$ cat src/rtl/agc_loop_pkg.sv
// AGC loop master shared definitions: register offsets,
// CTRL command words, field widths and FSM states.
package agc_loop_pkg;

  localparam int SQ_W  = 24;
  localparam int GT_W  = 21;
  localparam int SC_W  = 17;
  localparam int OF_W  = 8;
  localparam int ADR_W = 22;

  localparam logic [7:0] OFF_CTRL   = 8'h00;
  localparam logic [7:0] OFF_SQ     = 8'h04;
  localparam logic [7:0] OFF_GT     = 8'h08;
  localparam logic [7:0] OFF_LT     = 8'h0C;
  localparam logic [7:0] OFF_SCALE  = 8'h10;
  localparam logic [7:0] OFF_OFFSET = 8'h14;

  localparam int CTRL_TICK  = 0;
  localparam int CTRL_DONE  = 1;
  localparam int CTRL_RST   = 2;
  localparam int CTRL_LD_SC = 8;
  localparam int CTRL_LD_OF = 9;
  localparam int CTRL_APPLY = 10;

  localparam logic [31:0] CMD_TICK = 32'(1) << CTRL_TICK;
  localparam logic [31:0] CMD_RST  = 32'(1) << CTRL_RST;
  localparam logic [31:0] CMD_LOAD = (32'(1) << CTRL_LD_SC)
                                   | (32'(1) << CTRL_LD_OF)
                                   | (32'(1) << CTRL_APPLY);

  typedef enum logic [4:0] {
    S_IDLE,
    S_INIT_RST,
    S_INIT_SCALE,
    S_INIT_OFFSET,
    S_INIT_LOAD,
    S_TICK,
    S_POLL,
    S_POLL_WAIT,
    S_RD_SQ,
    S_RD_GT,
    S_RD_LT,
    S_CALC,
    S_WR_SCALE,
    S_WR_OFFSET,
    S_WR_LOAD,
    S_DONE,
    S_ERROR
  } state_e;

endpackage

$ cat src/rtl/agc_loop_calc.sv
// Combinational saturating update of the AGC scale (unsigned)
// and offset (signed) from one set of accumulator readings.
module agc_loop_calc
  import agc_loop_pkg::*;
#(
  parameter logic [SC_W-1:0] SCALE_STEP = 17'h00100
) (
  input  logic [SQ_W-1:0] sq_i,
  input  logic [SQ_W-1:0] sq_target_i,
  input  logic [SQ_W-1:0] sq_window_i,
  input  logic [GT_W-1:0] gt_i,
  input  logic [GT_W-1:0] lt_i,
  input  logic [GT_W-1:0] deadband_i,
  input  logic [SC_W-1:0] scale_i,
  input  logic [OF_W-1:0] offset_i,
  output logic [SC_W-1:0] scale_o,
  output logic [OF_W-1:0] offset_o
);

  logic [SQ_W:0] sq25;
  logic [SQ_W:0] hi_thr;
  logic [SQ_W:0] lo_thr;
  logic [SC_W:0] sc_sum;
  logic [GT_W:0] gt22;
  logic [GT_W:0] lt22;
  logic [GT_W:0] gt_lim;
  logic [GT_W:0] lt_lim;

  assign sq25   = {1'b0, sq_i};
  assign hi_thr = {1'b0, sq_target_i} + {1'b0, sq_window_i};
  assign lo_thr = (sq_target_i > sq_window_i)
                ? {1'b0, sq_target_i - sq_window_i}
                : '0;
  assign sc_sum = {1'b0, scale_i} + {1'b0, SCALE_STEP};

  assign gt22   = {1'b0, gt_i};
  assign lt22   = {1'b0, lt_i};
  assign gt_lim = gt22 + {1'b0, deadband_i};
  assign lt_lim = lt22 + {1'b0, deadband_i};

  always_comb begin
    scale_o = scale_i;
    if (sq25 > hi_thr) begin
      scale_o = (scale_i > SCALE_STEP) ? scale_i - SCALE_STEP : '0;
    end else if (sq25 < lo_thr) begin
      scale_o = sc_sum[SC_W] ? '1 : sc_sum[SC_W-1:0];
    end
  end

  // 0x80 / 0x7F are the signed 8-bit rails
  always_comb begin
    offset_o = offset_i;
    if (gt22 > lt_lim) begin
      if (offset_i != 8'h80) offset_o = offset_i - 8'd1;
    end else if (lt22 > gt_lim) begin
      if (offset_i != 8'h7F) offset_o = offset_i + 8'd1;
    end
  end

endmodule

$ cat src/rtl/agc_loop_master.sv
// Wishbone initiator running the AGC tick/poll/read/update loop.
// Optional ack watchdog: define AGC_LOOP_ACK_TIMEOUT_EN.
module agc_loop_master
  import agc_loop_pkg::*;
#(
  parameter logic [ADR_W-1:0] BASE_ADDR   = 22'h000000,
  parameter logic [SC_W-1:0]  SCALE_STEP  = 17'h00100,
  parameter int               POLL_LIMIT  = 1024,
  parameter int               POLL_GAP    = 16,
  parameter int               ACK_TIMEOUT = 64
) (
  input  logic              wb_clk_i,
  input  logic              wb_rst_i,
  input  logic              start_i,
  input  logic              stop_i,
  input  logic              continuous_i,
  input  logic [SQ_W-1:0]   sq_target_i,
  input  logic [SQ_W-1:0]   sq_window_i,
  input  logic [GT_W-1:0]   lt_gt_deadband_i,
  input  logic [SC_W-1:0]   scale_init_i,
  input  logic [OF_W-1:0]   offset_init_i,
  output logic              busy_o,
  output logic              done_o,
  output logic              err_o,
  output logic [SC_W-1:0]   scale_o,
  output logic [OF_W-1:0]   offset_o,
  output logic [SQ_W-1:0]   sq_last_o,
  output logic [15:0]       iter_count_o,
  output logic              wbm_cyc_o,
  output logic              wbm_stb_o,
  output logic              wbm_we_o,
  output logic [ADR_W-1:0]  wbm_adr_o,
  output logic [31:0]       wbm_dat_o,
  output logic [3:0]        wbm_sel_o,
  input  logic [31:0]       wbm_dat_i,
  input  logic              wbm_ack_i,
  input  logic              wbm_err_i,
  input  logic              wbm_rty_i
);

  localparam int PCW = $clog2(POLL_LIMIT + 1);
  localparam int GW  = $clog2(POLL_GAP + 1);
  localparam logic [PCW-1:0] POLL_LAST = PCW'(POLL_LIMIT - 1);
  localparam logic [GW-1:0]  GAP_LAST  = GW'(POLL_GAP - 1);

  state_e            state_q, state_d;
  logic              cyc_q, cyc_d;
  logic              we_q, we_d;
  logic [ADR_W-1:0]  adr_q, adr_d;
  logic [31:0]       dat_q, dat_d;
  logic [3:0]        sel_q, sel_d;
  logic [SC_W-1:0]   scale_q, scale_d, calc_scale;
  logic [OF_W-1:0]   offset_q, offset_d, calc_offset;
  logic [SQ_W-1:0]   sq_q, sq_d;
  logic [GT_W-1:0]   gt_q, gt_d, lt_q, lt_d;
  logic [15:0]       iter_q, iter_d;
  logic [PCW-1:0]    poll_q, poll_d;
  logic [GW-1:0]     gap_q, gap_d;
  logic              stop_q, stop_d;
  logic              err_q, err_d;

  logic              is_bus, req_we, to_hit;
  logic [7:0]        req_off;
  logic [31:0]       req_dat;
  logic [3:0]        req_sel;
  state_e            req_nxt;
  logic              unused_dat;

  assign unused_dat = ^wbm_dat_i[31:SQ_W];

  agc_loop_calc #(
    .SCALE_STEP (SCALE_STEP)
  ) u_calc (
    .sq_i        (sq_q),
    .sq_target_i (sq_target_i),
    .sq_window_i (sq_window_i),
    .gt_i        (gt_q),
    .lt_i        (lt_q),
    .deadband_i  (lt_gt_deadband_i),
    .scale_i     (scale_q),
    .offset_i    (offset_q),
    .scale_o     (calc_scale),
    .offset_o    (calc_offset)
  );

`ifdef AGC_LOOP_ACK_TIMEOUT_EN
  localparam int TW = $clog2(ACK_TIMEOUT + 1);
  logic [TW-1:0] to_q;

  always_ff @(posedge wb_clk_i) begin
    if (wb_rst_i || !cyc_q) to_q <= '0;
    else                    to_q <= to_q + 1'b1;
  end

  assign to_hit = cyc_q && (to_q == TW'(ACK_TIMEOUT - 1));
`else
  logic unused_ack_to;
  assign unused_ack_to = (ACK_TIMEOUT > 0);
  assign to_hit        = 1'b0;
`endif

  // Per-state bus request and the state that follows its ack
  always_comb begin
    is_bus  = 1'b1;
    req_we  = 1'b1;
    req_off = OFF_CTRL;
    req_dat = '0;
    req_sel = 4'b0001;
    req_nxt = state_q;
    unique case (state_q)
      S_INIT_RST: begin
        req_dat = CMD_RST;
        req_nxt = S_INIT_SCALE;
      end
      S_INIT_SCALE: begin
        req_off = OFF_SCALE;
        req_dat = 32'(scale_init_i);
        req_sel = 4'b0111;
        req_nxt = S_INIT_OFFSET;
      end
      S_INIT_OFFSET: begin
        req_off = OFF_OFFSET;
        req_dat = 32'(offset_init_i);
        req_nxt = S_INIT_LOAD;
      end
      S_INIT_LOAD, S_WR_LOAD: begin
        req_dat = CMD_LOAD;
        req_sel = 4'b0010;
        req_nxt = (state_q == S_WR_LOAD) ? S_DONE : S_TICK;
      end
      S_TICK: begin
        req_dat = CMD_TICK;
        req_nxt = S_POLL;
      end
      S_POLL: begin
        req_we  = 1'b0;
        req_sel = 4'b1111;
        req_nxt = S_RD_SQ;
      end
      S_RD_SQ, S_RD_GT, S_RD_LT: begin
        req_we  = 1'b0;
        req_sel = 4'b1111;
        unique case (state_q)
          S_RD_SQ: begin req_off = OFF_SQ; req_nxt = S_RD_GT; end
          S_RD_GT: begin req_off = OFF_GT; req_nxt = S_RD_LT; end
          default: begin req_off = OFF_LT; req_nxt = S_CALC;  end
        endcase
      end
      S_WR_SCALE: begin
        req_off = OFF_SCALE;
        req_dat = 32'(scale_q);
        req_sel = 4'b0111;
        req_nxt = S_WR_OFFSET;
      end
      S_WR_OFFSET: begin
        req_off = OFF_OFFSET;
        req_dat = 32'(offset_q);
        req_nxt = S_WR_LOAD;
      end
      default: is_bus = 1'b0;
    endcase
  end

  always_comb begin
    state_d  = state_q;
    cyc_d    = cyc_q;
    we_d     = we_q;
    adr_d    = adr_q;
    dat_d    = dat_q;
    sel_d    = sel_q;
    scale_d  = scale_q;
    offset_d = offset_q;
    sq_d     = sq_q;
    gt_d     = gt_q;
    lt_d     = lt_q;
    iter_d   = iter_q;
    poll_d   = poll_q;
    gap_d    = gap_q;
    err_d    = err_q;

    case (state_q)
      S_IDLE, S_ERROR: begin
        if (start_i && !stop_i) begin
          state_d = S_INIT_RST;
          err_d   = 1'b0;
        end
      end
      S_POLL_WAIT: begin
        gap_d = gap_q + 1'b1;
        if (gap_q == GAP_LAST) begin
          gap_d   = '0;
          state_d = S_POLL;
        end
      end
      S_CALC: begin
        scale_d  = calc_scale;
        offset_d = calc_offset;
        state_d  = S_WR_SCALE;
      end
      S_DONE: begin
        iter_d  = iter_q + 16'd1;
        state_d = (continuous_i && !stop_q && !stop_i) ? S_TICK : S_IDLE;
      end
      default: ;
    endcase

    if (is_bus) begin
      if (!cyc_q) begin
        cyc_d = 1'b1;
        we_d  = req_we;
        adr_d = BASE_ADDR + ADR_W'(req_off);
        dat_d = req_dat;
        sel_d = req_sel;
        if (state_q == S_INIT_SCALE)  scale_d  = scale_init_i;
        if (state_q == S_INIT_OFFSET) offset_d = offset_init_i;
      end else if (wbm_err_i || wbm_rty_i) begin
        cyc_d   = 1'b0;
        err_d   = 1'b1;
        state_d = S_ERROR;
      end else if (wbm_ack_i) begin
        cyc_d   = 1'b0;
        state_d = req_nxt;
        case (state_q)
          S_TICK:  poll_d = '0;
          S_RD_SQ: sq_d   = wbm_dat_i[SQ_W-1:0];
          S_RD_GT: gt_d   = wbm_dat_i[GT_W-1:0];
          S_RD_LT: lt_d   = wbm_dat_i[GT_W-1:0];
          S_POLL: begin
            if (!wbm_dat_i[CTRL_DONE]) begin
              poll_d = poll_q + 1'b1;
              if (poll_q == POLL_LAST) begin
                err_d   = 1'b1;
                state_d = S_ERROR;
              end else begin
                state_d = S_POLL_WAIT;
              end
            end
          end
          default: ;
        endcase
      end else if (to_hit) begin
        cyc_d   = 1'b0;
        err_d   = 1'b1;
        state_d = S_ERROR;
      end
    end

    stop_d = stop_q | stop_i;
    if (state_q == S_IDLE || state_q == S_ERROR || state_d == S_IDLE)
      stop_d = 1'b0;
  end

  always_ff @(posedge wb_clk_i) begin
    if (wb_rst_i) begin
      state_q  <= S_IDLE;
      cyc_q    <= 1'b0;
      we_q     <= 1'b0;
      adr_q    <= '0;
      dat_q    <= '0;
      sel_q    <= '0;
      scale_q  <= '0;
      offset_q <= '0;
      sq_q     <= '0;
      gt_q     <= '0;
      lt_q     <= '0;
      iter_q   <= '0;
      poll_q   <= '0;
      gap_q    <= '0;
      stop_q   <= 1'b0;
      err_q    <= 1'b0;
    end else begin
      state_q  <= state_d;
      cyc_q    <= cyc_d;
      we_q     <= we_d;
      adr_q    <= adr_d;
      dat_q    <= dat_d;
      sel_q    <= sel_d;
      scale_q  <= scale_d;
      offset_q <= offset_d;
      sq_q     <= sq_d;
      gt_q     <= gt_d;
      lt_q     <= lt_d;
      iter_q   <= iter_d;
      poll_q   <= poll_d;
      gap_q    <= gap_d;
      stop_q   <= stop_d;
      err_q    <= err_d;
    end
  end

  assign busy_o       = (state_q != S_IDLE) && (state_q != S_ERROR);
  assign done_o       = (state_q == S_DONE);
  assign err_o        = err_q;
  assign scale_o      = scale_q;
  assign offset_o     = offset_q;
  assign sq_last_o    = sq_q;
  assign iter_count_o = iter_q;
  assign wbm_cyc_o    = cyc_q;
  assign wbm_stb_o    = cyc_q;
  assign wbm_we_o     = we_q;
  assign wbm_adr_o    = adr_q;
  assign wbm_dat_o    = dat_q;
  assign wbm_sel_o    = sel_q;

endmodule

$ cat config.mk
export PLATFORM = sky130hd
export DESIGN_NAME = agc_loop_master
export DESIGN_NICKNAME = d
export VERILOG_FILES = /design/src/rtl/agc_loop_pkg.sv /design/src/rtl/agc_loop_calc.sv /design/src/rtl/agc_loop_master.sv
export SDC_FILE = /design/constraint.sdc
export NUM_CORES = 1
export LEC_CHECK = 0
export ABC_AREA = 1
export BUFFER_PORTS_ARGS = -buffer_cell sky130_fd_sc_hd__buf_4
export CAP_MARGIN = 10
export CELL_PAD_IN_SITES_DETAIL_PLACEMENT = 2
export CELL_PAD_IN_SITES_GLOBAL_PLACEMENT = 2
export CORE_MARGIN = 2
export CORE_UTILIZATION = 31
export CTS_CLUSTER_SIZE = 8
export DETAILED_ROUTE_END_ITERATION = 8
export HOLD_SLACK_MARGIN = 0.15
export PLACE_DENSITY = 0.83
export SLEW_MARGIN = 20
export SYNTH_ARGS = -nofsm -noshare
export SYNTH_HDL_FRONTEND = slang
export SYNTH_SLANG_ARGS = --single-unit
$ cat constraint.sdc
create_clock -name wb_clk_i -period 4.9 [get_ports wb_clk_i]
set_input_delay 0.49 -clock wb_clk_i [delete_from_list [all_inputs] [get_ports wb_clk_i]]
set_output_delay 0.49 -clock wb_clk_i [all_outputs]
set_load 0.02 [all_outputs]
* After elaboration in Yosys (flattened, before gate mapping)
Index checks and enable logic that the tools add are counted.
Cells by class: reductions and logical operators 26, add/subtract/negate cells 11, muxes and demuxes 52, shift-type cells 0, bitwise gates (word level) 3, multiply operators 0, $lt $le $gt $ge 6, equality and inequality tests 22, divide/modulo/power cells 0
Operators by type and width (count):
- $mux W17 | 8
- $pmux W17 S7 | 1
- $mux W8 | 8
- $mux W5 | 10
- $eq A5 B4 Y1 const B | 9
- $pmux W5 S9 | 1
- $add A21 B21 Y22 | 2
- $gt A21 B22 Y1 | 2
- $add A24 B24 Y25 | 1
- $gt A24 B25 Y1 | 1
- $lt A24 B25 Y1 | 1
- $gt A24 B24 Y1 | 1
- $mux W24 | 1
- $sub A24 B24 Y24 | 1
- $pmux W11 S2 | 1
- $eq A5 B3 Y1 const B | 4
- $pmux W5 S4 | 1
- $add A17 B9 Y18 const B | 1
- $gt A17 B9 Y1 const B | 1
- $sub A17 B9 Y17 const B | 1
- $add A16 B1 Y16 const B | 1
- $pmux W5 S3 | 1
- $reduce_and A5 Y1 | 3
- $mux W1 | 14
- other kinds (32) | 45
Storage, ports and cells: output and inout bits 129, bits in read-only memories 0, bits in writable memories 0, bits in latches 0, word-level logic and storage cells 136, bits in registers 176, memories 0, input bits 134

* Longest topological paths before layout
Gate-level depths: netlist of the first run.
word-level depth 12, gate-level depth with buffers 32

* Cells and area by module
A second synthesis of the first run with hierarchy kept.
Second synthesis, totals: cells, all modules 2247, area, all modules 14818.0 sq um
Modules (own cells, without submodules):
- agc_loop_calc | cells an instance 1238, area an instance 7524.7 sq um, times used 1
- agc_loop_master | cells an instance 1009, area an instance 7293.2 sq um, times used 1

* Worst setup path before layout of the first run
OpenSTA, ideal clock, no wires.
path type input to register, start input sq_target_i[0], end register scale_q[0] (netlist: scale_o[0]), setup time 58 ps, required time 4842 ps, setup slack 785 ps, buffers on the path 0, stages 25, data arrival time 4057 ps, cells stage by stage inv_1 > ha_1 > fa_1 > inv_1 > nand3_1 > nand2_1 > nand2_1 > nand2_1 > inv_1 > o21bai_1 > a21oi_1 > o21ai_0 > o21ai_0 > a21o_1 > ha_1 > a21oi_1 > o21a_1 > o211ai_1 > a21oi_1 > nand2_2 > clkinv_1 > nand4_2 > nand3_1 > nand3_1 > inv_1
On the way: cells in the longest elaborated chain, start to end 9, elaborated cells between the ends (all ways) 12, those cells by class add/sub (2); order compare (3); mux (7)
RTL lines:
- start, declared | line agc_loop_master.sv:17 | input logic [SQ_W-1:0] sq_target_i,
- $sub A24 B24 Y24 / $gt A24 B24 Y1 (equally long branches) | line agc_loop_calc.sv:32, agc_loop_calc.sv:31
- $mux W24 | line agc_loop_calc.sv:32 | ? {1'b0, sq_target_i - sq_window_i}
- $lt A24 B25 Y1 | line agc_loop_calc.sv:45 | end else if (sq25 < lo_thr) begin
- $mux W17 | line agc_loop_calc.sv:45
- $mux W17 * | line agc_loop_calc.sv:43 | if (sq25 > hi_thr) begin
- $mux W17 * | line agc_loop_master.sv:181 | case (state_q)
- $mux W17 | line agc_loop_master.sv:214 | if (state_q == S_INIT_SCALE) scale_d = scale_init_i;
- $mux W17 | line agc_loop_master.sv:208 | if (!cyc_q) begin
- $mux W17 * | line agc_loop_master.sv:207 | if (is_bus) begin
- end signal, assigned | line agc_loop_master.sv:278 | scale_q <= scale_d;
- end, declared | line agc_loop_master.sv:52 | logic [SC_W-1:0] scale_q, scale_d, calc_scale;
Every way passes the cells marked *; elsewhere a longest branch is shown, timed or not. A chain may end at the register's enable or synchronous reset.

* Worst setup path after layout of the first run
start register lt_q[2], end register offset_q[2] (netlist: offset_o[2])
On the way: cells in the longest elaborated chain, start to end 7, elaborated cells between the ends (all ways) 9, those cells by class add/sub (1); order compare (2); mux (6)
RTL lines:
- start, declared | line agc_loop_master.sv:55 | logic [GT_W-1:0] gt_q, gt_d, lt_q, lt_d;
- start signal, assigned | line agc_loop_master.sv:282 | lt_q <= lt_d;
- $add A21 B21 Y22 / $gt A21 B22 Y1 (equally long branches) | line agc_loop_calc.sv:39, agc_loop_calc.sv:55
- $gt A21 B22 Y1 / $mux W8 (equally long branches) | line agc_loop_calc.sv:53, agc_loop_calc.sv:55
- $mux W8 * | line agc_loop_calc.sv:53 | if (gt22 > lt_lim) begin
- $mux W8 * | line agc_loop_master.sv:181
- $mux W8 | line agc_loop_master.sv:215 | if (state_q == S_INIT_OFFSET) offset_d = offset_init_i;
- $mux W8 | line agc_loop_master.sv:208
- $mux W8 * | line agc_loop_master.sv:207
- end signal, assigned | line agc_loop_master.sv:279 | offset_q <= offset_d;
- end, declared | line agc_loop_master.sv:53 | logic [OF_W-1:0] offset_q, offset_d, calc_offset;
Marks and branches as above.

==> metrics.md, run 1 <==
| Metric | Value |
|---|---|
| I/O pin count | `263` |
| Hold Buf Count CTS | `0` |
| Total power | `about 4.5 mW` |
| Maximum clock frequency | `about 230 MHz` |
| Post-detailed-placement half-perimeter wirelength | `49.6 mm` |
| MaxCap Viol Count | `0` |
| Synth Register Bits | `~160` |
| Routed vias/inst | `5.31` |
| Crit path max fanout | `4` |
| Ys flop type | `dfxtp_1` |
| P per Cell Area | `254 mW/mm²` |
| Final setup violation count | `0` |
| Initial antenna violation count | `3` |
| CP Capture Type | `flop` |
| Sequential area share after synthesis | `0.211` |
| Warnings, synthesis | `0` |
| Core area | `0.0474 mm²` |
| WL final | `61.3 mm` |
| Slew margin rel. | `0.282` |
| Initial core utilization | `0.312` |
| Site Rows | `80` |
| Mapped Cells | `2,279` |
| Largest net degree at the start of global routing | `88` |
| First-pass GRT wire length | `96.9 mm` |
| Status | `complete, no violations` |
| Synthesis-to-layout area growth | `18.9%` |
| Arr. time, crit path | `between 4 and 5 ns` |
| Vias | `16,500` |
| RSZ-0062 raised after global routing | `false` |
| Die area | `0.0495 mm²` |
| Setup TNS | `0 ns` |
| Routed Antenna Nets | `0` |
| Fin nets | `2,796` |
| LEAKAGE | `8.57 nW` |
| Avg WL per Cell | `19.8 µm` |
| I/O Buffers | `220` |
| Post-synth cell types | `53` |
| Hold Path Class | `input pin to flop` |
| First-pass detailed-route iteration total | `5` |
| Post-route setup slack | `approximately 0.46 ns` |
| Post-Place Setup Slack | `approximately 0.10 ns` |
| CTS resizes | `0` |
| Crit path time final | `4.44 ns` |
| Slew Limit Fails | `0` |
| Asr flop ratio synth | `0` |
| Clock Latency Late Sink | `0.46 ns` |
| Number of flops mapped to enable cells by yosys | `0` |
| Die X | `~220 µm` |
| Hold Vio Cnt, Final | `0` |
| Clock sinks | `156` |
| Share of cells above drive strength 1 | `0.136` |
| Final Wtd Congestion | `0.871` |
| Final Skew | `0.0143 ns` |
| Synthesized cell area | `approximately 0.015 mm²` |
| Clock transition at the registers of the reported paths | `0.08 ns` |
| # DRC | `0` |
| R2R setup slack | `0.46 ns` |
| Grt total ovfl | `0` |
| DRT iter0 DRCs | `764` |
| Die Ht | `223 µm` |
| GRT Total Usage | `0.244` |
| CTS tree | `built` |
| Slew @ Worst Pin | `1.08 ns` |
| Post-CTS Repair Setup Buffers | `0` |
| Max clock buf depth | `2` |
| Syn_area_per_cell | `6.50 µm²` |
| CTS Buf Count | `17` |
| CTS HTree Levels | `4` |
| Peak VDD IR | `0.000196 V` |
| Crit path kind | `flop to flop` |
| Worst EP required | `5.21 ns` |
| CTS root buf | `clkbuf_16` |
| Fin crit share | `0.906` |
| Setup crit start kind | `flop` |
| Vias in the first global route | `17,900` |
-- sequential cells by signal (all words and copies together) (netlist names) --
name / count
gt_q: 21
offset_o: 8
gap_q: 5
wbm_adr_o: 3
err_o: 1
sq_last_o: 24
iter_count_o: 16
wbm_we_o: 1
wbm_sel_o: 4
lt_q: 21
poll_q: 11
stop_q: 1
state_q: 5
wbm_cyc_o: 1
scale_o: 17
wbm_dat_o: 17
-- final timing paths --
path,start,endpoint,depth (start not counted)
worst max-delay path,lt_q[2]$_SDFFE_PP0P_,offset_o[2]$_SDFF_PP0_,24
worst min-delay path,scale_init_i[12],scale_o[12]$_SDFF_PP0_,3
worst max register to register,lt_q[2]$_SDFFE_PP0P_,offset_o[2]$_SDFF_PP0_,24
worst min register to register,iter_count_o[15]$_SDFFE_PP0P_,iter_count_o[15]$_SDFFE_PP0P_,1
-- worst max-delay path, cell delays in order, from the launching register on --
cell and delay, ns:
dfxtp_1 0.41, ha_1 0.31, a21oi_1 0.24, o21ai_0 0.17, nand2_1 0.10, o211ai_1 0.12
a31oi_1 0.54, o21ai_0 0.28, a21oi_1 0.24, xor2_1 0.10, ha_1 0.28, inv_1 0.05
nor3_1 0.38, nand2_1 0.11, nand2_1 0.09, nand2_1 0.05, nand2_1 0.06, nand2_1 0.05
nand2_1 0.09, nand3_1 0.10, buf_4 0.18, nand2_1 0.06, nand3_1 0.11, nand2_1 0.09
a21oi_1 0.05
-- synthesized netlist by cell type, types with 3 or more instances --
library cell / number / area (µm²)
nand2_1: 487 / 1830
a21oi_1: 259 / 1300
inv_1: 258 / 968
nand3_1: 204 / 1020
ha_1: 188 / 2350
nor2_1: 179 / 672
dfxtp_1: 156 / 3120
o21ai_0: 113 / 566
xor2_1: 54 / 473
clkbuf_1: 50 / 188
nor3_1: 42 / 210
buf_4: 41 / 308
nand4_1: 35 / 219
buf_2: 22 / 110
xnor2_1: 22 / 193
a211oi_1: 16 / 120
nor4_1: 16 / 100
or2_2: 16 / 100
a21o_1: 12 / 90.1
a221oi_1: 11 / 96.3
nor2_2: 9 / 56.3
o211ai_1: 9 / 67.6
inv_2: 8 / 30.0
nand2_2: 8 / 50.1
a31oi_1: 7 / 43.8
o21bai_1: 7 / 52.6
a311oi_1: 6 / 52.6
o21a_1: 6 / 45.0
fa_1: 4 / 80.1
o221ai_1: 3 / 26.3
-- cells in the final DEF, fill, tap and decap left out, types with 3 or more instances in the layout --
cell / instances
nand2_2: 8
inv_8: 5
clkbuf_16: 17
nor2_2: 10
nor2_1: 178
inv_2: 8
o221ai_1: 3
o21ai_0: 111
a311oi_1: 6
fa_1: 4
nand4_1: 35
a211oi_1: 16
xnor2_1: 22
nand3_1: 204
nor3_1: 42
dfxtp_1: 156
buf_4: 253
a21oi_1: 259
a31oi_1: 7
or2_2: 16
a221oi_1: 11
nor4_1: 16
inv_1: 258
a21o_1: 12
xor2_1: 54
o21bai_1: 7
o21a_1: 6
nand2_1: 487
conb_1: 34
o211ai_1: 9
ha_1: 188
o21ai_1: 4
inv_6: 3
-- kinds of logic (layout without fill, tap and decap cells) --
group / after synthesis / count (layout) / synth area share
AOI/OAI and AO/OA: 462 / 462 / 0.173
xor gates and xnor gates: 76 / 76 / 0.0450
adders and majority gates: 192 / 192 / 0.164
buffers and inverters: 382 / 553 / 0.109
DFF: 156 / 156 / 0.211
other: 1 / 35 / 0.000253
and+or+nand+nor: 1010 / 1010 / 0.298
-- layer usage --
layer | part of all wire | up-vias | global-route usage
met4 | 0.022 | 4 | 0.0630
met2 | 0.50 | 302 | 0.443
met5 | 0.00039 | - | 0
li1 | - | 7944 | -
met3 | 0.033 | 81 | 0.0349
met1 | 0.44 | 8140 | 0.300
-- layout make-up --
| class | count | area, µm² |
|---|---|---|
| Fill cell | 5859 | 29800 |
| Tap cell | 615 | 769 |
| Clock buffer | 18 | 439 |
| Sequential cell | 156 | 3120 |
| Timing Repair Buffer | 253 | 1900 |
| Multi-Input combinational cell | 1774 | 10200 |
| Antenna cell | 1 | 2.50 |
| Inverter | 268 | 1010 |
| Clock inverter | 14 | 171 |
-- power breakdown --
group	internal, mW	total, mW	switching [mW]
clock	0.786	1.45	0.665
sequential	1.35	1.44	0.0910
combinational	0.543	1.58	1.03
total	2.68	4.47	1.79
-- per-stage QoR --
step | utilization | hold WS [ns] | cell area (µm²) | instances
after floorplan | - | 0.445 | 14900 | 2312
after global placement | 0.358 | 0.458 | 17000 | 3066
after detailed placement | 0.358 | 0.457 | 17000 | 3066
after CTS | 0.371 | 0.273 | 17600 | 3098
after global routing | 0.371 | 0.290 | 17600 | 3098
final | 0.371 | 0.297 | 17600 | 3099
Note: power is estimated with default switching activity, not from simulation.
==> run 2, diff against run 1 <==
--- a/config.mk
+++ b/config.mk
@@ -10,6 +10,7 @@
 export CAP_MARGIN = 10
 export CELL_PAD_IN_SITES_DETAIL_PLACEMENT = 2
 export CELL_PAD_IN_SITES_GLOBAL_PLACEMENT = 2
+export CORE_ASPECT_RATIO = 1.4
 export CORE_MARGIN = 2
 export CORE_UTILIZATION = 31
 export CTS_CLUSTER_SIZE = 8
==> metrics.md, run 2 (synthesis results as in run 1) <==
| Metric | Value |
|---|---|
| Routed met1 length | `approximately 24 mm` |
| CTS Buf Count | `17` |
| Hold Buf Count CTS | `0` |
| Hold Path Class | `input pin to flop` |
| Worst EP required | `roughly 5.3 ns` |
| Maximum clock frequency | `~230 MHz` |
| Crit path kind | `input pin to flop` |
| Initial core utilization | `0.315` |
| R2r startpoint | `gt_q[0]$_SDFFE_PP0P_` |
| Slew Limit Fails | `0` |
| Fin nets | `2,798` |
| Largest net degree at the start of global routing | `64` |
| Crit path max fanout | `8` |
| Clock Latency Late Sink | `0.47 ns` |
| Final Wtd Congestion | `between 0.8 and 0.9` |
| I/O Buffers | `220` |
| Die X | `189 µm` |
| CTS resizes | `0` |
| Reg-to-Reg End | `offset_o[4]$_SDFF_PP0_` |
| WL met3 | `around 1.6 mm` |
| Clock sinks | `156` |
| I/O pin count | `263` |
| CTS root buf | `clkbuf_16` |
| DRT iter0 DRCs | `579` |
| DR WL met2 | `33.6 mm` |
| Site Rows | `94` |
| Register-to-Register Path Depth | `24` |
| Commonest non-fill, non-tap cell in the layout | `nand2_1` |
| WHS Path Cells | `3` |
| Multi-input gate area | `0.0102 mm²` |
| FF/Latch Area | `0.00312 mm²` |
| Sequential power share | `0.328` |
| Setup TNS | `0 ns` |
| Share of cells above drive strength 1 | `0.137` |
| Max layer used | `met5` |
| Min-delay src | `scale_init_i[12]` |
| Fin crit share | `0.903` |
| Post-detailed-placement half-perimeter wirelength | `~50 mm` |
| Arr. time, crit path | `4.83 ns` |
| Status | `complete, no violations` |
| Switching power | `1.75 mW` |
| P per Cell Area | `roughly 250 mW/mm²` |
| Final Skew | `0.0222 ns` |
| Dpl cells | `just over 3,000` |
| Slew margin rel. | `0.261` |
| MaxCap Viol Count | `0` |
| Peak VDD IR | `between 0.0002 and 0.0003 V` |
| CTS HTree Levels | `4` |
| LEAKAGE | `8.57 nW` |
| Die Ht | `263 µm` |
| Vias in the first global route | `18,400` |
| First-pass detailed-route iteration total | `4` |
| Routed Antenna Nets | `0` |
| Leading cell types in the layout, fill and taps excluded | `nand2_1 (487), a21oi_1 (259), inv_1 (258), buf_4 (255), nand3_1 (204)` |
| CTS tree | `built` |
| Slew @ Worst Pin | `1.10 ns` |
| Synthesis-to-layout area growth | `18.9%` |
| Die area | `0.0495 mm²` |
| # DRC | `0` |
| Core area | `0.0470 mm²` |
| Clock Power Share | `0.311` |
| Max FFs per register | `24` |
| Max clock buf depth | `2` |
| Initial antenna violation count | `3` |
| Hold EP | `scale_o[12]$_SDFF_PP0_` |
| RSZ-0062 raised after global routing | `false` |
| GRT Total Usage | `0.243` |
| WL final | `approximately 61 mm` |
| R2R setup slack | `0.48 ns` |
| Clock transition at the registers of the reported paths | `0.07 ns` |
| Comb pwr share | `0.360` |
| CP Capture Type | `flop` |
| Final setup violation count | `0` |
| Crit path time final | `4.42 ns` |
| Fill cell count | `5,839` |
| Hold Vio Cnt, Final | `0` |
| Post-route insts no fill | `3,110` |
| Internal power | `2.63 mW` |
| Post-CTS Repair Setup Buffers | `0` |
| Avg WL per Cell | `just under 20 µm` |
| Setup crit start kind | `input pin` |
| First-pass GRT wire length | `97.3 mm` |
| Grt total ovfl | `0` |
| Routed vias/inst | `5.28` |
| Vias | `approximately 16,000` |
| Sw Ratio | `0.399` |
==> run 2: worst max-delay path, stage by stage <==
cell	delay, ns
buf_4	0.08
inv_1	0.03
ha_1	0.23
fa_1	0.43
inv_1	0.08
nand3_1	0.10
nand2_1	0.13
nand2_1	0.06
nand2_1	0.12
inv_1	0.08
o21bai_1	0.28
a21oi_1	0.17
o21ai_0	0.40
o21ai_0	0.14
a21o_1	0.18
ha_1	0.28
a21oi_1	0.19
o21a_1	0.15
o211ai_1	0.08
a21oi_1	0.27
nand2_2	0.10
clkinv_1	0.06
nand4_2	0.24
nand3_1	0.22
nand3_1	0.12
inv_1	0.10
==> run 2: how the worst max path moves through the flow <==
stage          slack (ns)  cells past startpoint                 start                      to
6_report             0.48                     26        sq_target_i[0]   scale_o[6]$_SDFF_PP0_
5_1_grt              0.05                     24  gt_q[0]$_SDFFE_PP0P_  offset_o[2]$_SDFF_PP0_
4_1_cts              0.28                     24  gt_q[0]$_SDFFE_PP0P_  offset_o[4]$_SDFF_PP0_
3_5_place_dp        0.008                     31        sq_target_i[2]   scale_o[5]$_SDFF_PP0_
3_3_place_gp         0.30                     31        sq_target_i[2]   scale_o[0]$_SDFF_PP0_
2_1_floorplan        0.79                     25        sq_target_i[0]   scale_o[0]$_SDFF_PP0_
==> run 2: cell type report <==
cell class,instances,area share
antenna,1,0.000142
tap,624,0.0443
clock buffer,20,0.0259
multi-input combinational,1774,0.579
inverter,268,0.0571
sequential,156,0.177
timing repair buffer,255,0.109
clock inverter,12,0.00725
==> run 2: through the flow <==
stage	util	setup slack (ns)	instance area [µm²]	power, mW	hold slack [ns]
floorplan	-	0.785	14900	2.46	0.445
global placement	0.362	0.304	17000	2.95	0.442
detailed placement	0.362	0.00793	17000	3.04	0.454
CTS	0.374	0.284	17600	4.44	0.281
global route	0.374	0.0484	17600	4.65	0.309
finish	0.374	0.475	17600	4.38	0.304
==> run 2: metal layers <==
layer	up-vias	GRT usage
li1	7941	-
met1	8093	0.250
met2	283	0.486
met3	105	0.0318
met4	2	0.0973
met5	-	0
==> run 2: power by group through the flow <==
stage	logic [mW]	clock network, mW	registers (mW)
after floorplan	0.946	0	1.51
after global placement	1.49	0	1.46
after detailed placement	1.58	0	1.46
after CTS	1.60	1.40	1.44
after global routing	1.75	1.45	1.45
final	1.58	1.36	1.44
==> run 3, diff against run 2 <==
--- a/config.mk
+++ b/config.mk
@@ -6,15 +6,15 @@
 export NUM_CORES = 1
 export LEC_CHECK = 0
 export ABC_AREA = 1
-export BUFFER_PORTS_ARGS = -buffer_cell sky130_fd_sc_hd__buf_4
 export CAP_MARGIN = 10
-export CELL_PAD_IN_SITES_DETAIL_PLACEMENT = 2
-export CELL_PAD_IN_SITES_GLOBAL_PLACEMENT = 2
+export CELL_PAD_IN_SITES_DETAIL_PLACEMENT = 1
+export CELL_PAD_IN_SITES_GLOBAL_PLACEMENT = 1
 export CORE_ASPECT_RATIO = 1.4
 export CORE_MARGIN = 2
-export CORE_UTILIZATION = 31
+export CORE_UTILIZATION = 46
 export CTS_CLUSTER_SIZE = 8
 export DETAILED_ROUTE_END_ITERATION = 8
+export DONT_BUFFER_PORTS = 1
 export HOLD_SLACK_MARGIN = 0.15
 export PLACE_DENSITY = 0.83
 export SLEW_MARGIN = 20
==> metrics.md, run 3 (synthesis results as in run 1) <==
| Metric | Value |
|---|---|
| DRT iter0 DRCs | `679` |
| Initial core utilization | `0.468` |
| Setup TNS | `0 ns` |
| CTS root buf | `clkbuf_16` |
| I/O Buffers | `0` |
| Hold Vio Cnt, Final | `0` |
| GRT Total Usage | `0.296` |
| Max FFs per register | `24` |
| Ant diodes | `0` |
| I/O pin count | `263` |
| CTS tree | `built` |
| Vias | `about 15,000` |
| Fin area | `about 0.016 mm²` |
| Slew Limit Fails | `0` |
| Slew margin rel. | `0.399` |
| First-pass GRT wire length | `80.7 mm` |
| First-pass detailed-route iteration total | `5` |
| CTS Buf Count | `17` |
| Arr. time, crit path | `approximately 4.8 ns` |
| Largest net degree at the start of global routing | `106` |
| Final Skew | `0.0144 ns` |
| Routed Antenna Nets | `0` |
| Slew @ Worst Pin | `0.901 ns` |
| Setup crit start kind | `flop` |
| Final Wtd Congestion | `0.907` |
| Maximum clock frequency | `225 MHz` |
| Die X | `156 µm` |
| WL final | `50.6 mm` |
| Leading cell types in the layout, fill and taps excluded | `nand2_1 (487), a21oi_1 (259), inv_1 (258), nand3_1 (203), ha_1 (188)` |
| Post-DP Area | `0.0150 mm²` |
| Crit path max fanout | `7` |
| Routed vias/inst | `roughly 5.8` |
| Worst EP required | `5.23 ns` |
| Vias in the first global route | `16,100` |
| Fin crit share | `0.906` |
| Status | `complete, no violations` |
| Initial antenna violation count | `3` |
| Crit path time final | `between 4 and 5 ns` |
| Post-detailed-placement half-perimeter wirelength | `40.3 mm` |
| Dpl cells | `2,617` |
| Clock transition at the registers of the reported paths | `~0.070 ns` |
| CTS HTree Levels | `4` |
| Fin nets | `between 2,000 and 3,000` |
| Max clock buf depth | `2` |
| Final hold slack | `0.180 ns` |
| Clock sinks | `156` |
| Post-route insts no fill | `2,650` |
| Die Ht | `about 220 µm` |
| Share of cells above drive strength 1 | `0.0492` |
| Final setup violation count | `0` |
| P per Cell Area | `267 mW/mm²` |
| RSZ-0062 raised after global routing | `false` |
| Hold Path Class | `input pin to flop` |
| Grt total ovfl | `0` |
| Crit path kind | `flop to flop` |
| Commonest non-fill, non-tap cell in the layout | `nand2_1` |
| CP Capture Type | `flop` |
| MaxCap Viol Count | `0` |
| Die area | `approximately 0.034 mm²` |
| # DRC | `0` |
| Site Rows | `between 70 and 80` |
| Peak VDD IR | `between 0.0003 and 0.0004 V` |
| Core area | `around 0.032 mm²` |
| R2R setup slack | `0.46 ns` |
| Avg WL per Cell | `19.1 µm` |
| LEAKAGE | `between 7 and 8 nW` |
| Clock Latency Late Sink | `0.46 ns` |
| Post-CTS Repair Setup Buffers | `0` |
| Synthesis-to-layout area growth | `5.76%` |
## run 3: metal layers
| layer | vias up | track usage | part of all wire | wire length (µm) |
|---|---|---|---|---|
| met3 | 106 | 0.0670 | 0.057 | 2870 |
| met1 | 7341 | 0.314 | 0.39 | 19600 |
| met2 | 348 | 0.564 | 0.52 | 26400 |
| met5 | - | 0 | 0.00075 | 38 |
| met4 | 6 | 0.105 | 0.035 | 1760 |
| li1 | 7482 | - | - | - |
## run 3: path summary, 6_finish.rpt
| kind | start | to | cells after the start |
|---|---|---|---|
| worst max-delay path | gt_q[0]$_SDFFE_PP0P_ | offset_o[2]$_SDFF_PP0_ | 24 |
| worst min-delay path | offset_init_i[3] | offset_o[3]$_SDFF_PP0_ | 2 |
| worst max register to register | gt_q[0]$_SDFFE_PP0P_ | offset_o[2]$_SDFF_PP0_ | 24 |
| worst min register to register | poll_q[8]$_SDFFE_PP0P_ | poll_q[8]$_SDFFE_PP0P_ | 2 |
## run 3: where the power goes
part	internal (mW)	switching [mW]
Sequential	1.35	0.182
Clock	0.820	0.628
Combinational	0.389	0.814
## run 3: area by class of cell
class	instances	area (µm²)
clock inverters	15	204
fillers	4316	15900
repair buffers	25	208
clock buffers	17	425
flip-flops and latches	156	3120
multi-input cells	1774	10200
well taps	395	494
inverters	268	1010
## run 3: worst max-delay path, cell delays in order (launching register included)
cell      delay (ns)
dfxtp_1         0.35
ha_1            0.21
inv_1           0.07
fa_1            0.42
o21ai_0         0.37
nand2_1         0.09
nand2_1         0.12
a21boi_0        0.14
o21ai_0         0.40
a21oi_1         0.17
o21ai_0         0.25
xnor2_1         0.17
ha_1            0.25
nand3_1         0.11
nor3_1          0.08
nand3_1         0.07
nand4_1         0.10
nor2_2          0.23
nand2_1         0.24
nand2_1         0.12
nand2_1         0.06
nand2_1         0.06
nand3_1         0.07
nand2_1         0.10
a21oi_1         0.06
## run 3: through the flow
stage          worst slack, ns  power, mW  utilization
4_1_cts                  0.275       4.20        0.495
6_report                 0.459       4.18        0.495
3_3_place_gp             0.361       2.67        0.475
5_1_grt                 0.0855       4.43        0.495
2_1_floorplan            0.785       2.46            -
3_5_place_dp             0.178       2.73        0.475
## run 3: what timing repair did
item	in CTS	in global routing
endpoints found under the setup margin	0	8
resized for setup	0	2
hold buffers	1	0
endpoints found under the hold margin	105	0
